### config.mk
export PLATFORM = sky130hd
export DESIGN_NAME = mem_arbiter
export DESIGN_NICKNAME = d
export VERILOG_FILES = /design/src/rtl/mem_arbiter_pkg.sv /design/src/rtl/mem_arbiter_arb_req_latch.sv /design/src/rtl/mem_arbiter.sv
export SDC_FILE = /design/constraint.sdc
export NUM_CORES = 1
export LEC_CHECK = 0
export CORE_UTILIZATION = 43
export CTS_BUF_LIST = sky130_fd_sc_hd__clkbuf_4
export CTS_CLUSTER_DIAMETER = 40
export CTS_CLUSTER_SIZE = 20
export DETAILED_ROUTE_END_ITERATION = 12
export PLACE_DENSITY = 0.91
export SYNTH_ARGS = -nofsm -noshare
export SYNTH_HDL_FRONTEND = slang
export SYNTH_SLANG_ARGS = --single-unit
export TNS_END_PERCENT = 100
### constraint.sdc
create_clock -name clk -period 2 [get_ports clk]
set_input_delay 0.6 -clock clk [delete_from_list [all_inputs] [get_ports clk]]
set_output_delay 0.6 -clock clk [all_outputs]
set_load 0.005 [all_outputs]
### src/rtl/mem_arbiter_pkg.sv
// mem_arbiter_pkg: shared LC-3b memory types plus the arbiter state encoding.
//   lc3b_word       - 16-bit address/data word
//   lc3b_mem_wmask  - 2-bit byte write mask
//   lc3b_arb_state  - arbiter FSM states
//   starve_cnt_width - width of the starvation counter for a given limit
package mem_arbiter_pkg;

  typedef logic [15:0] lc3b_word;
  typedef logic [1:0]  lc3b_mem_wmask;

  typedef enum logic [1:0] {
    arb_idle   = 2'd0,
    arb_i_busy = 2'd1,
    arb_d_busy = 2'd2,
    arb_done   = 2'd3
  } lc3b_arb_state;

  localparam lc3b_word      WORD_ZERO  = 16'h0000;
  localparam lc3b_mem_wmask WMASK_NONE = 2'b00;

  // A limit of 0 disables the bound, but the counter still needs one bit so
  // the declaration stays legal.
  function automatic int unsigned starve_cnt_width(input int unsigned limit);
    if (limit == 32'd0) begin
      return 32'd1;
    end else begin
      return $clog2(limit + 32'd1);
    end
  endfunction

endpackage

### src/rtl/mem_arbiter_arb_req_latch.sv
// arb_req_latch: request registers loaded when the arbiter grants a port.
// The contents drive the physical-memory port for the whole transaction, so
// a requester may change or drop its inputs after grant without effect.
// Ports:
//   clk, reset        - clock, synchronous active-high reset (clears all)
//   load              - grant strobe; captures the load_* inputs
//   load_port_d       - 1 = data port granted, 0 = fetch port granted
//   load_write        - 1 = write transaction
//   load_address/wdata/wmask - request payload to capture
//   port_d, write, address, wdata, wmask - latched request
module arb_req_latch
  import mem_arbiter_pkg::*;
(
  input  logic          clk,
  input  logic          reset,
  input  logic          load,
  input  logic          load_port_d,
  input  logic          load_write,
  input  lc3b_word      load_address,
  input  lc3b_word      load_wdata,
  input  lc3b_mem_wmask load_wmask,
  output logic          port_d,
  output logic          write,
  output lc3b_word      address,
  output lc3b_word      wdata,
  output lc3b_mem_wmask wmask
);

  logic          port_d_r;
  logic          write_r;
  lc3b_word      address_r;
  lc3b_word      wdata_r;
  lc3b_mem_wmask wmask_r;

  // Capture the granted request; hold it until the next grant.
  always_ff @(posedge clk) begin
    if (reset) begin
      port_d_r  <= 1'b0;
      write_r   <= 1'b0;
      address_r <= WORD_ZERO;
      wdata_r   <= WORD_ZERO;
      wmask_r   <= WMASK_NONE;
    end else if (load) begin
      port_d_r  <= load_port_d;
      write_r   <= load_write;
      address_r <= load_address;
      wdata_r   <= load_wdata;
      wmask_r   <= load_wmask;
    end else begin
      port_d_r  <= port_d_r;
      write_r   <= write_r;
      address_r <= address_r;
      wdata_r   <= wdata_r;
      wmask_r   <= wmask_r;
    end
  end

  assign port_d  = port_d_r;
  assign write   = write_r;
  assign address = address_r;
  assign wdata   = wdata_r;
  assign wmask   = wmask_r;

endmodule

### src/rtl/mem_arbiter.sv
// mem_arbiter: serializes the LC-3b fetch port (mem1, read-only) and data
// port (mem2, read/write) onto one physical-memory initiator port.
// Fixed priority to data, with fetch forced through after STARVE_LIMIT
// consecutive data grants while fetch waits (STARVE_LIMIT=0: data always
// wins). Each transaction: grant -> busy (strobe held until pmem_resp) ->
// one-cycle DONE with the port's resp pulse -> idle.
// Ports:
//   clk, reset                    - clock, synchronous active-high reset
//   mem1_read, mem1_address       - fetch request (held until mem1_resp)
//   mem1_rdata, mem1_resp         - fetch data and completion pulse
//   mem2_read/write/wmask/address/wdata - data request
//   mem2_rdata, mem2_resp         - data read data and completion pulse
//   pmem_read/write/wmask/address/wdata - physical request (registered)
//   pmem_rdata, pmem_resp         - physical data and single-cycle completion
module mem_arbiter
  import mem_arbiter_pkg::*;
#(
  parameter int unsigned STARVE_LIMIT = 4
) (
  input  logic          clk,
  input  logic          reset,
  input  logic          mem1_read,
  input  lc3b_word      mem1_address,
  output lc3b_word      mem1_rdata,
  output logic          mem1_resp,
  input  logic          mem2_read,
  input  logic          mem2_write,
  input  lc3b_mem_wmask mem2_wmask,
  input  lc3b_word      mem2_address,
  input  lc3b_word      mem2_wdata,
  output lc3b_word      mem2_rdata,
  output logic          mem2_resp,
  output logic          pmem_read,
  output logic          pmem_write,
  output lc3b_mem_wmask pmem_wmask,
  output lc3b_word      pmem_address,
  output lc3b_word      pmem_wdata,
  input  lc3b_word      pmem_rdata,
  input  logic          pmem_resp
);

  localparam int unsigned CNT_W = starve_cnt_width(STARVE_LIMIT);
  localparam logic [CNT_W-1:0] LIMIT_C = CNT_W'(STARVE_LIMIT);
  localparam logic [CNT_W-1:0] CNT_ONE = CNT_W'(1);
  localparam logic [CNT_W-1:0] CNT_ZERO = CNT_W'(0);

  lc3b_arb_state    state_r;
  lc3b_arb_state    next_state_s;
  logic [CNT_W-1:0] starve_cnt_r;

  logic fetch_pend_s;
  logic data_pend_s;
  logic starve_hit_s;
  logic grant_i_s;
  logic grant_d_s;
  logic busy_s;
  logic next_read_s;
  logic next_write_s;

  logic          req_port_d_s;
  logic          req_write_s;
  lc3b_word      req_address_s;
  lc3b_word      req_wdata_s;
  lc3b_mem_wmask req_wmask_s;
  lc3b_word      load_wdata_s;
  lc3b_mem_wmask load_wmask_s;
  lc3b_word      load_address_s;

  logic     pmem_read_r;
  logic     pmem_write_r;
  logic     mem1_resp_r;
  logic     mem2_resp_r;
  lc3b_word mem1_rdata_r;
  lc3b_word mem2_rdata_r;

  // Arbitration: only evaluated in idle; both-pending goes to data unless
  // the starvation bound has been reached.
  always_comb begin
    fetch_pend_s = mem1_read;
    data_pend_s  = mem2_read | mem2_write;
    starve_hit_s = 1'b0;
    grant_i_s    = 1'b0;
    grant_d_s    = 1'b0;
    if (STARVE_LIMIT != 32'd0) begin
      starve_hit_s = (starve_cnt_r == LIMIT_C);
    end else begin
      starve_hit_s = 1'b0;
    end
    if (state_r == arb_idle) begin
      if (fetch_pend_s && data_pend_s) begin
        if (starve_hit_s) begin
          grant_i_s = 1'b1;
        end else begin
          grant_d_s = 1'b1;
        end
      end else if (fetch_pend_s) begin
        grant_i_s = 1'b1;
      end else if (data_pend_s) begin
        grant_d_s = 1'b1;
      end else begin
        grant_i_s = 1'b0;
        grant_d_s = 1'b0;
      end
    end else begin
      grant_i_s = 1'b0;
      grant_d_s = 1'b0;
    end
  end

  // Payload presented to the request latch; read+write together is a write.
  always_comb begin
    load_address_s = mem1_address;
    load_wdata_s   = WORD_ZERO;
    load_wmask_s   = WMASK_NONE;
    if (grant_d_s) begin
      load_address_s = mem2_address;
      load_wdata_s   = mem2_wdata;
      load_wmask_s   = mem2_wmask;
    end else begin
      load_address_s = mem1_address;
      load_wdata_s   = WORD_ZERO;
      load_wmask_s   = WMASK_NONE;
    end
  end

  // Next state and next physical strobes (strobes are registered from these).
  always_comb begin
    next_state_s = state_r;
    next_read_s  = 1'b0;
    next_write_s = 1'b0;
    case (state_r)
      arb_idle: begin
        if (grant_i_s) begin
          next_state_s = arb_i_busy;
          next_read_s  = 1'b1;
        end else if (grant_d_s) begin
          next_state_s = arb_d_busy;
          next_read_s  = ~mem2_write;
          next_write_s = mem2_write;
        end else begin
          next_state_s = arb_idle;
        end
      end
      arb_i_busy, arb_d_busy: begin
        if (pmem_resp) begin
          next_state_s = arb_done;
        end else begin
          next_state_s = state_r;
          next_read_s  = ~req_write_s;
          next_write_s = req_write_s;
        end
      end
      arb_done: begin
        next_state_s = arb_idle;
      end
      default: begin
        next_state_s = arb_idle;
      end
    endcase
  end

  assign busy_s = (state_r == arb_i_busy) || (state_r == arb_d_busy);

  // FSM state register.
  always_ff @(posedge clk) begin
    if (reset) begin
      state_r <= arb_idle;
    end else begin
      state_r <= next_state_s;
    end
  end

  // Starvation counter: cleared on a fetch grant, saturating count of data
  // grants taken while fetch was waiting.
  always_ff @(posedge clk) begin
    if (reset) begin
      starve_cnt_r <= CNT_ZERO;
    end else if (grant_i_s) begin
      starve_cnt_r <= CNT_ZERO;
    end else if (grant_d_s && mem1_read && (starve_cnt_r != LIMIT_C)) begin
      starve_cnt_r <= starve_cnt_r + CNT_ONE;
    end else begin
      starve_cnt_r <= starve_cnt_r;
    end
  end

  // Registered strobes, response pulses and captured read data.
  always_ff @(posedge clk) begin
    if (reset) begin
      pmem_read_r  <= 1'b0;
      pmem_write_r <= 1'b0;
      mem1_resp_r  <= 1'b0;
      mem2_resp_r  <= 1'b0;
      mem1_rdata_r <= WORD_ZERO;
      mem2_rdata_r <= WORD_ZERO;
    end else begin
      pmem_read_r  <= next_read_s;
      pmem_write_r <= next_write_s;
      mem1_resp_r  <= busy_s && pmem_resp && !req_port_d_s;
      mem2_resp_r  <= busy_s && pmem_resp && req_port_d_s;
      if (busy_s && pmem_resp && !req_port_d_s) begin
        mem1_rdata_r <= pmem_rdata;
      end else begin
        mem1_rdata_r <= mem1_rdata_r;
      end
      if (busy_s && pmem_resp && req_port_d_s) begin
        mem2_rdata_r <= pmem_rdata;
      end else begin
        mem2_rdata_r <= mem2_rdata_r;
      end
    end
  end

  arb_req_latch u_req_latch (
    .clk          (clk),
    .reset        (reset),
    .load         (grant_i_s | grant_d_s),
    .load_port_d  (grant_d_s),
    .load_write   (grant_d_s & mem2_write),
    .load_address (load_address_s),
    .load_wdata   (load_wdata_s),
    .load_wmask   (load_wmask_s),
    .port_d       (req_port_d_s),
    .write        (req_write_s),
    .address      (req_address_s),
    .wdata        (req_wdata_s),
    .wmask        (req_wmask_s)
  );

  assign pmem_read    = pmem_read_r;
  assign pmem_write   = pmem_write_r;
  assign pmem_address = req_address_s;
  assign pmem_wdata   = req_wdata_s;
  assign pmem_wmask   = req_wmask_s;
  assign mem1_resp    = mem1_resp_r;
  assign mem2_resp    = mem2_resp_r;
  assign mem1_rdata   = mem1_rdata_r;
  assign mem2_rdata   = mem2_rdata_r;

endmodule

==> flow_summary_export.csv <==
group,metric,value,unit
worst_setup_path,reg2reg_slack,0.26,ns
logic_synthesis,synth_top_area_share,50.0,%
layout,nFillCells,550,
worst_setup_path,path_cells,"clkdlybuf4s50_1",
drt,ant_nets,0,
layout,layout_commonest_cell,"clkdlybuf4s50_1",
logic_synthesis,synth_area_leaders,"dfxtp_1 (50%), nand2_1 (8.5%), a21oi_1 (6.0%), a32oi_1 (5.1%), nor2_1 (4.6%)",
die,die_h,86.7,um
worst_setup_path,cp_data_required_time,1.40,ns
sta,maxSlewViolCount,0,
placed_design,hpwlAfterDp,6.70,mm
clocking,clock-sinks,77,
worst_setup_path,cp-end-kind,"output port",
sta,rsz0062_at_grt,"no",
die,initial_utilization,44.9,%
logic_synthesis,avgSynthCellArea,8.54,um2
clocking,cts_root_buf,"clkbuf_4",
clocking,clockBufferDepth,2,
sta,hold_viol_final,0,
die,ios,142,
placed_design,place.gp.congestion,0.810,
sta,tns,0,ns
worst_setup_path,path_buf_inv,1,
drt,vias_per_cell,5.22,
logic_synthesis,synth_largest_area_cell,"dfxtp_1",
drt,first_pass_iters,4,
power,cellPowerDensity,1070,nW/um2
worst_setup_path,path_max_fanout,2,
layout,syn_to_final_growth,57.7,%
logic_synthesis,synthesis.nets,438,
die,dieWidth,86.7,um
min_path,hold_path.class,"flip-flop to flip-flop",
sta,slew_headroom,58.5,%
sta,fmax,530,MHz
layout,layout_common_cells,"clkdlybuf4s50_1 (140), dfxtp_1 (77), nand2_1 (70)",
logic_synthesis,ys_seq_area_share,50.0,%
clocking,cts_resized,0,
drt,drt-wirelength-per-cell,14.9,um
clocking,postCtsHoldBufs,0,
clocking,htreeDepth,3,
sta,period_minus_slack,1.89,ns
worst_setup_path,path_class,"flip-flop to output port",
logic_synthesis,synthesis.area,3080,um2
min_path,min_from,"mem2_rdata[5]",
logic_synthesis,ys_ff_latch,77,
logic_synthesis,synth.distinct_cells,38,
worst_setup_path,cp-start-kind,"flip-flop",
logic_synthesis,synth_enable_flop_cells,0,
logic_synthesis,syn-instance-count,361,
logic_synthesis,synth-async-reset-ratio,0,%
power,ir_drop,0.000570,V
sta,fin_hold_ws,0.462,ns
sta,max_slew.worst_pin.slew,0.622,ns
die,num_rows,30,
layout,drive_above_1_share,9.36,%
drt,route.vias.total,3184,
global_route,grt_use_total,25.1,%
logic_synthesis,synth_ff_type,"dfxtp_1",
worst_setup_path,timing.rr.start,"state_r[0]",
power,report.power.total,5.20,mW
clocking,cts_made_buffers,9,
global_route,grt_pass1_vias,3197,
placed_design,port_buffers,141,
clocking,worstSkewPairLatency,0.40,ns
worst_setup_path,r2r_end,"state_r[1]",
sta,setup_ws,0.112,ns
min_path,hold_path_end,"mem2_rdata[5]",
logic_synthesis,yosysWarnings,0,
flow_run,cap_violations,0,
drt,drc,0,
outcome,outcome,"finished, final reports clean",
clocking,cts_tree,"yes",
placed_design,pre_cts_ws,-0.232,ns
sta,fin_skew,0.0143,ns
power,p_leak,1.77,nW
global_route,grt-ovfl-total,0,
layout,layout.nets,586,
min_path,whs_path_depth,2,
global_route,grt_max_degree,46,
die,core_area,6870,um2
global_route,antenna_found_initial,1,
die,dieArea,7510,um2
worst_setup_path,worst-endpoint-arrival,1.29,ns
worst_setup_path,cp_slowest_cell,"clkdlybuf4s50_1",
drt,drtIter0Drc,171,
clocking,clkTransAtPathRegs,0.12,ns
global_route,grt_pass1_wl,14.7,mm
sta,setup_viol,0,
worst_setup_path,crit_family,"buffers and inverters",
worst_setup_path,ff2ff_path_depth,6,
worst_setup_path,cpPeakStageDelay,0.54,ns
clocking,post_cts.repair.setup_buffers,0,
sta,fin_crit_sh,94.4,%
drt,routed_wl,9.08,mm
where the power goes:
group | switching, mW | internal [mW] | leakage, nW | total (mW)
registers | 0.192 | 1.87 | 0.631 | 2.06
clock network | 0.500 | 0.381 | 0.0636 | 0.881
logic | 1.02 | 1.23 | 1.07 | 2.26
total | 1.72 | 3.49 | 1.77 | 5.20
cell families after synthesis:
logic type	Yosys count	synth area share, %
adders and majority gates	5	2.03
and+or+nand+nor	141	19.5
AOI/OAI and AO/OA	101	22.5
DFF	77	50.0
buffers and inverters	37	6.01
how the worst max path moves through the flow:
stage | startpoint | end | cells after the start
2_1_floorplan | mem1_read | pmem_read | 5
3_3_place_gp | mem2_write | u_req_latch.address[7] | 4
3_5_place_dp | mem2_write | u_req_latch.address[7] | 4
4_1_cts | u_req_latch.wdata[15] | pmem_wdata[15] | 1
5_1_grt | mem1_rdata[12] | mem1_rdata[12] | 1
6_report | mem1_rdata[12] | mem1_rdata[12] | 1
Yosys cell counts, drive strengths merged (2+ instances only):
cell / instances
dfxtp: 77
nand2: 70
nor2: 38
a21oi: 37
buf: 20
nand3: 20
o21ai: 19
a32oi: 18
a311oi: 17
clkbuf: 13
ha: 5
inv: 4
a2111oi: 2
and3: 2
nand3b: 2
or3: 2
state kept, by name, summed over array words and instances (netlist names):
name and cells:
u_req_latch.wmask 2, mem1_resp 1, pmem_read 1, u_req_latch.port_d 1
mem1_rdata 16, u_req_latch.wdata 16, mem2_rdata 16, u_req_latch.address 16
mem2_resp 1, pmem_write 1, starve_cnt_r 3, state_r 2
u_req_latch.write 1
through the flow:
stage	area, um2	utilization, %	cells
2_1_floorplan	3080	-	361
3_3_place_gp	4730	68.9	594
3_5_place_dp	4730	68.9	594
4_1_cts	4860	70.7	609
5_1_grt	4860	70.8	610
6_report	4860	70.8	610
worst min-delay path, cell delays in order, from the launching register on:
cell and delay, ns:
dfxtp_1 0.33, nand2_1 0.05, a21oi_1 0.05
cell type report:
| class | count | area, um2 | share of cell area (%) |
|---|---|---|---|
| multi-input combinational | 247 | 1360 | 27.9 |
| timing repair buffer | 170 | 1700 | 35.0 |
| tap | 96 | 120 | 2.47 |
| antenna | 1 | 2.50 | 0.0515 |
| clock inverter | 5 | 52.6 | 1.08 |
| clock buffer | 10 | 75.1 | 1.54 |
| inverter | 4 | 15.0 | 0.309 |
| sequential | 77 | 1540 | 31.7 |
per-layer routing:
metal  routed length [um]  global-route usage, %  up-vias
li1                     -                      -     1581
met1                 3780                   28.9     1491
met2                 4730                   44.8       93
met3                  330                   3.14       19
met4                  236                   14.1        0
met5                    0                      0        -
Note: power is estimated with default switching activity, not from simulation.
==> RTL change 1 (config.mk and constraints unchanged) <==
Encoding of `lc3b_arb_state`: now one-hot (4 bits for 4 states).
--- a/src/rtl/mem_arbiter_pkg.sv
+++ b/src/rtl/mem_arbiter_pkg.sv
@@ -8,11 +8,11 @@
   typedef logic [15:0] lc3b_word;
   typedef logic [1:0]  lc3b_mem_wmask;
 
-  typedef enum logic [1:0] {
-    arb_idle   = 2'd0,
-    arb_i_busy = 2'd1,
-    arb_d_busy = 2'd2,
-    arb_done   = 2'd3
+  typedef enum logic [3:0] {
+    arb_idle   = 4'b0001,
+    arb_i_busy = 4'b0010,
+    arb_d_busy = 4'b0100,
+    arb_done   = 4'b1000
   } lc3b_arb_state;
 
   localparam lc3b_word      WORD_ZERO  = 16'h0000;
Formal check against the unedited RTL: no difference found for any inputs over 10 cycles, from zero or initial values and one cycle with reset high; not proved beyond that.
==> RTL change 1 against the original RTL <==
  * Design area shrank 4.4%
  * Register-to-register slack gained 40 ps
  * Area after synthesis shrank 2.8%
  * Routed wire length shrank 15%
  * Worst setup slack lost 7.5 ps
  * Sequential cell count grew 2
  * Total power shrank 9.9%
  * Combinational power shrank 18%
  * Clock skew shrank 1.2 ps
==> RTL change 1: results (changes against the original RTL) <==
Worst R2R Start - state_r[1]
Origin of the worst setup path - mem1_rdata[2]
List of most frequent post-synthesis cells - 79 x sky130_fd_sc_hd__dfxtp_1, 55 x sky130_fd_sc_hd__nor2_1, 39 x sky130_fd_sc_hd__a21oi_1
Pin count of the biggest net entering global routing - 36 (-22%)
Post-layout nets - 537 (-8.4%)
Violation count after the first detailed-route iteration - 112 (-35%)
Wire length reported by the detailed router - 7.74 mm (-15%)
Syn Area/Cell - 9.42 µm² (+10%)
Final antenna diode count - 0 (-1)
Post-Place Cell Area - 4540 µm² (-4.1%)
Reg-to-Reg End - u_req_latch.address[15]
RePlAce Congestion - 0.762 (-5.9%)
Detailed Routing Iterations Pass 1 - 5 (+1)
Worst reg-to-reg setup slack - 300 ps (+40 ps)
Endpoint of the worst setup timing path - mem1_rdata[2]
Maximum ir drop on the vdd rail - 0.512 mV (-10%)
Share of synthesized area occupied by flip-flops and latches - 52.8% (+2.8 points)
Cell count of the worst reg-to-reg path - 4 (-2)
Worst rel slew slack - 69.2% (+11 points)
Total routing usage reported by global routing - 21.4% (-3.7 points)
Net count after synthesis - 392 (-11%)
Ratio of cells with drive above 1 in the final layout - 7.48% (-1.9 points)
Outcome - finished, final reports clean
Number of global-route vias before repair - 2735 (-14%)
Total number of vias - 2857 (-10%)
Antenna violations before repair - 0 (-1)
Peak per-stage delay on the critical path - 520 ps (-20 ps)
Post-synth cell types - 33 (-13%)
Reported leakage power - 1.88 nW (+6.3%)
[RTL change 1: changes by cell type in the layout (fill, tap and decap cells not counted), sizes merged, moves of 3 or more]
cell / before / now
nor2: 38 / 55
a22oi: 0 / 18
a32oi: 18 / 0
a311oi: 17 / 0
nand3: 20 / 4
mux2i: 0 / 32
nand2: 70 / 24
ha: 5 / 2
buf: 30 / 15
[RTL change 1: worst min-delay path by stage]
| stage | start | endpoint | slack (ps) | cells after the start |
|---|---|---|---|---|
| 2_1_floorplan | u_req_latch.write | pmem_write | 440 | 2 |
| 3_3_place_gp | u_req_latch.write | u_req_latch.write | 450 | 2 |
| 3_5_place_dp | u_req_latch.write | pmem_write | 470 | 2 |
| 4_1_cts | reset | u_req_latch.port_d | 460 | 2 |
| 5_1_grt | reset | u_req_latch.write | 470 | 2 |
| 6_report | u_req_latch.write | pmem_write | 490 | 2 |
[RTL change 1: logic make-up after synthesis]
logic type / after synthesis / synth area share [%]
multiplexers: 32 / 10.7
flip-flops: 79 / 52.8
adder cells (fa/ha/maj): 2 / 0.836
buffers and inverters: 25 / 4.51
AND/OR/NAND/NOR: 98 / 15.0
XOR/XNOR: 2 / 0.836
AO/OA/AOI/OAI: 80 / 15.3
[RTL change 1: power breakdown]
part | switching, mW | leakage [nW] | total, mW | internal [mW]
sequential | 0.176 | 0.645 | 2.03 | 1.86
clock | 0.537 | 0.0598 | 0.800 | 0.263
combinational | 0.842 | 1.17 | 1.85 | 1.01
total | 1.55 | 1.88 | 4.69 | 3.13
[RTL change 1: metal layers]
layer	GRT usage (%)	up-vias	part of all wire [%]	wire length, µm
met5	0	-	0	0
met4	8.64	0	0.84	65
met3	4.38	6	5.9	453
met2	38.8	103	53	4120
met1	24.5	1364	40	3110
li1	-	1384	-	-
[RTL change 1: final cells by class]
cell class / count / area (µm²)
fill: 512 / 2110
sequential: 79 / 1580
timing repair buffer: 155 / 1560
multi-input combinational: 214 / 1280
tap: 80 / 100
clock buffer: 10 / 75.1
clock inverter: 6 / 37.5
inverter: 4 / 15.0
[RTL change 1: per-stage QoR]
| stage | setup slack [ps] | hold slack, ps | power, mW | TNS (ps) |
|---|---|---|---|---|
| finish | 105 | 490 | 4.69 | 0 |
| global route | 23.3 | 471 | 4.98 | 0 |
| CTS | 74.9 | 458 | 4.71 | 0 |
| detailed placement | -121 | 469 | 3.91 | -4120 |
| global placement | -76.2 | 451 | 3.84 | -2480 |
| floorplan | 183 | 444 | 2.96 | 0 |
[RTL change 1: tightest hold or removal path, delay by kind of cell (launching register included)]
family,cells,cell delay [ps]
AOI/OAI and AO/OA,1,50
and+or+nand+nor,1,60
DFF,1,350
==> RTL change 2 (same settings) <==
Made on the original files. Put a register stage on the output `pmem_wdata`, without a reset. The value now appears one clock later. The other outputs are not delayed to match.
--- a/src/rtl/mem_arbiter.sv
+++ b/src/rtl/mem_arbiter.sv
@@ -230,7 +230,9 @@
   assign pmem_read    = pmem_read_r;
   assign pmem_write   = pmem_write_r;
   assign pmem_address = req_address_s;
-  assign pmem_wdata   = req_wdata_s;
+  always_ff @(posedge clk) begin
+    pmem_wdata <= req_wdata_s;
+  end
   assign pmem_wmask   = req_wmask_s;
   assign mem1_resp    = mem1_resp_r;
   assign mem2_resp    = mem2_resp_r;
Function: changed (Yosys sat finds a counterexample within 4 cycles, from zero or initial values and one cycle with reset high).
==> RTL change 2 against the original RTL <==
  * Core utilization decreased by 3.6 points
  * Count of clock-buffer cells in the layout decreased by 1
  * Clock skew increased by 1.6 ps
  * Design area increased by 6.2%
  * Sequential cell count increased by 16
  * Worst setup slack got worse by 35 ps
  * Routed wire length increased by 3.0%
  * Maximum frequency decreased by 1.8%
  * Die area increased by 10%
  * Worst hold slack got worse by 110 ps
  * Sequential power increased by 20%
  * Total power increased by 11%
  * Area after synthesis increased by 10%
==> RTL change 2: results (changes against the original RTL) <==
Number of global-route vias before repair - 3292 (+3.0%)
CP max-delay cell - sky130_fd_sc_hd__clkdlybuf4s50_1
Antenna violations before repair - 0 (-1)
Share of synthesized area occupied by flip-flops and latches - 54.7% (+4.7 points)
Worst Max-Slew Pin Slew - 653 ps (+31.5 ps)
Peak per-stage delay on the critical path - 520 ps (-20 ps)
Wire length reported by the detailed router - 9.36 mm (+3.0%)
Reported leakage power - 1.90 nW (+7.4%)
First-pass GRT wire length - 15.6 mm (+6.0%)
Internal power consumption - 3.87 mW (+11%)
Final antenna diode count - 0 (-1)
Top cells by area in the synthesized netlist - sky130_fd_sc_hd__dfxtp_1 55%, sky130_fd_sc_hd__nand2_1 7.7%, sky130_fd_sc_hd__a21oi_1 5.4%
Worst-skew pair later-pin latency - 430 ps (+30 ps)
Class of the tightest hold or removal check - reg2reg
List of most frequent post-synthesis cells - 93 x sky130_fd_sc_hd__dfxtp_1, 70 x sky130_fd_sc_hd__nand2_1, 38 x sky130_fd_sc_hd__nor2_1
FILL cells - 614 (+12%)
Maximum ir drop on the vdd rail - 0.634 mV (+11%)
Clock Pin Slew Worst Setup and Hold Paths - 160 ps (+40 ps)
Highest fanout seen on the critical path - 2 (unchanged)
RePlAce Congestion - 0.828 (+2.2%)
Critical Path AT - 1320 ps (+30 ps)
Net count after synthesis - 454 (+3.7%)
Placement-stage worst setup slack - -294 ps (-62.9 ps)
Post-layout nets - 594 (+1.4%)
Total routing usage reported by global routing - 23.3% (-1.7 points)
Post-detailed-placement half-perimeter wirelength - 6.76 mm (+0.90%)
Post-Place Cell Area - 5010 µm² (+5.9%)
Outcome - finished, final reports clean
Vias per Instance - 5.28 (+1.1%)
Worst clock skew on the final layout - 15.9 ps (+1.64 ps)
Horizontal die dimension - 90.9 µm (+5.0%)
Violation count after the first detailed-route iteration - 122 (-29%)
Pin count of the biggest net entering global routing - 36 (-22%)
Ratio of cells with drive above 1 in the final layout - 8.24% (-1.1 points)
RTL change 2: cells by family (layout without fill, tap and decap cells):
group | Yosys count | in the layout | share of synthesized area, %
AOI/OAI and AO/OA | 101 | 101 | 20.3
adders and majority gates | 5 | 5 | 1.84
buffers and inverters | 37 | 182 | 5.44
DFF | 93 | 93 | 54.7
and+or+nand+nor | 141 | 141 | 17.7
RTL change 2: power groups by stage:
stage / combinational [mW] / clock, mW / sequential, mW
finish: 2.23 / 1.06 / 2.47
global route: 2.43 / 1.19 / 2.52
CTS: 2.24 / 1.09 / 2.47
detailed placement: 2.23 / 0 / 2.51
global placement: 2.15 / 0 / 2.49
floorplan: 1.04 / 0 / 2.51
RTL change 2: per-layer routing:
metal | wire length [µm] | vias to the layer above | GRT usage (%) | part of all wire, %
met1 | 3890 | 1523 | 28.3 | 42
met2 | 4590 | 144 | 39.8 | 49
li1 | - | 1608 | - | -
met5 | 0 | - | 0 | 0
met3 | 708 | 19 | 6.03 | 7.6
met4 | 166 | 0 | 8.60 | 1.8
RTL change 2: worst paths after layout:
path / cells after the start / startpoint / slack, ps / to
setup / recovery: 1 / u_req_latch.address[14] / 80 / pmem_address[14]
hold / removal: 0 / u_req_latch.wdata[7] / 350 / pmem_wdata[7]
setup reg to reg: 5 / state_r[0] / 320 / pmem_read
hold reg to reg: 0 / u_req_latch.wdata[7] / 350 / pmem_wdata[7]
RTL change 2: what timing repair did:
item,CTS,global route
hold endpoints to repair,0,0
gates resized for setup,0,2
hold buffers,0,0
endpoints found under the setup margin,0,2
RTL change 2: cell type report:
cell class / instances / share of cell area, %
sequential: 93 / 36.1
timing repair buffer: 162 / 32.0
multi-input combinational: 247 / 26.2
tap: 102 / 2.47
clock inverter: 7 / 1.57
clock buffer: 9 / 1.31
inverter: 4 / 0.291
RTL change 2: per-stage QoR:
| stage | hold WS (ps) | instances |
|---|---|---|
| floorplan | 331 | 377 |
| global placement | 337 | 608 |
| detailed placement | 340 | 608 |
| CTS | 352 | 624 |
| global route | 350 | 624 |
| finish | 349 | 624 |
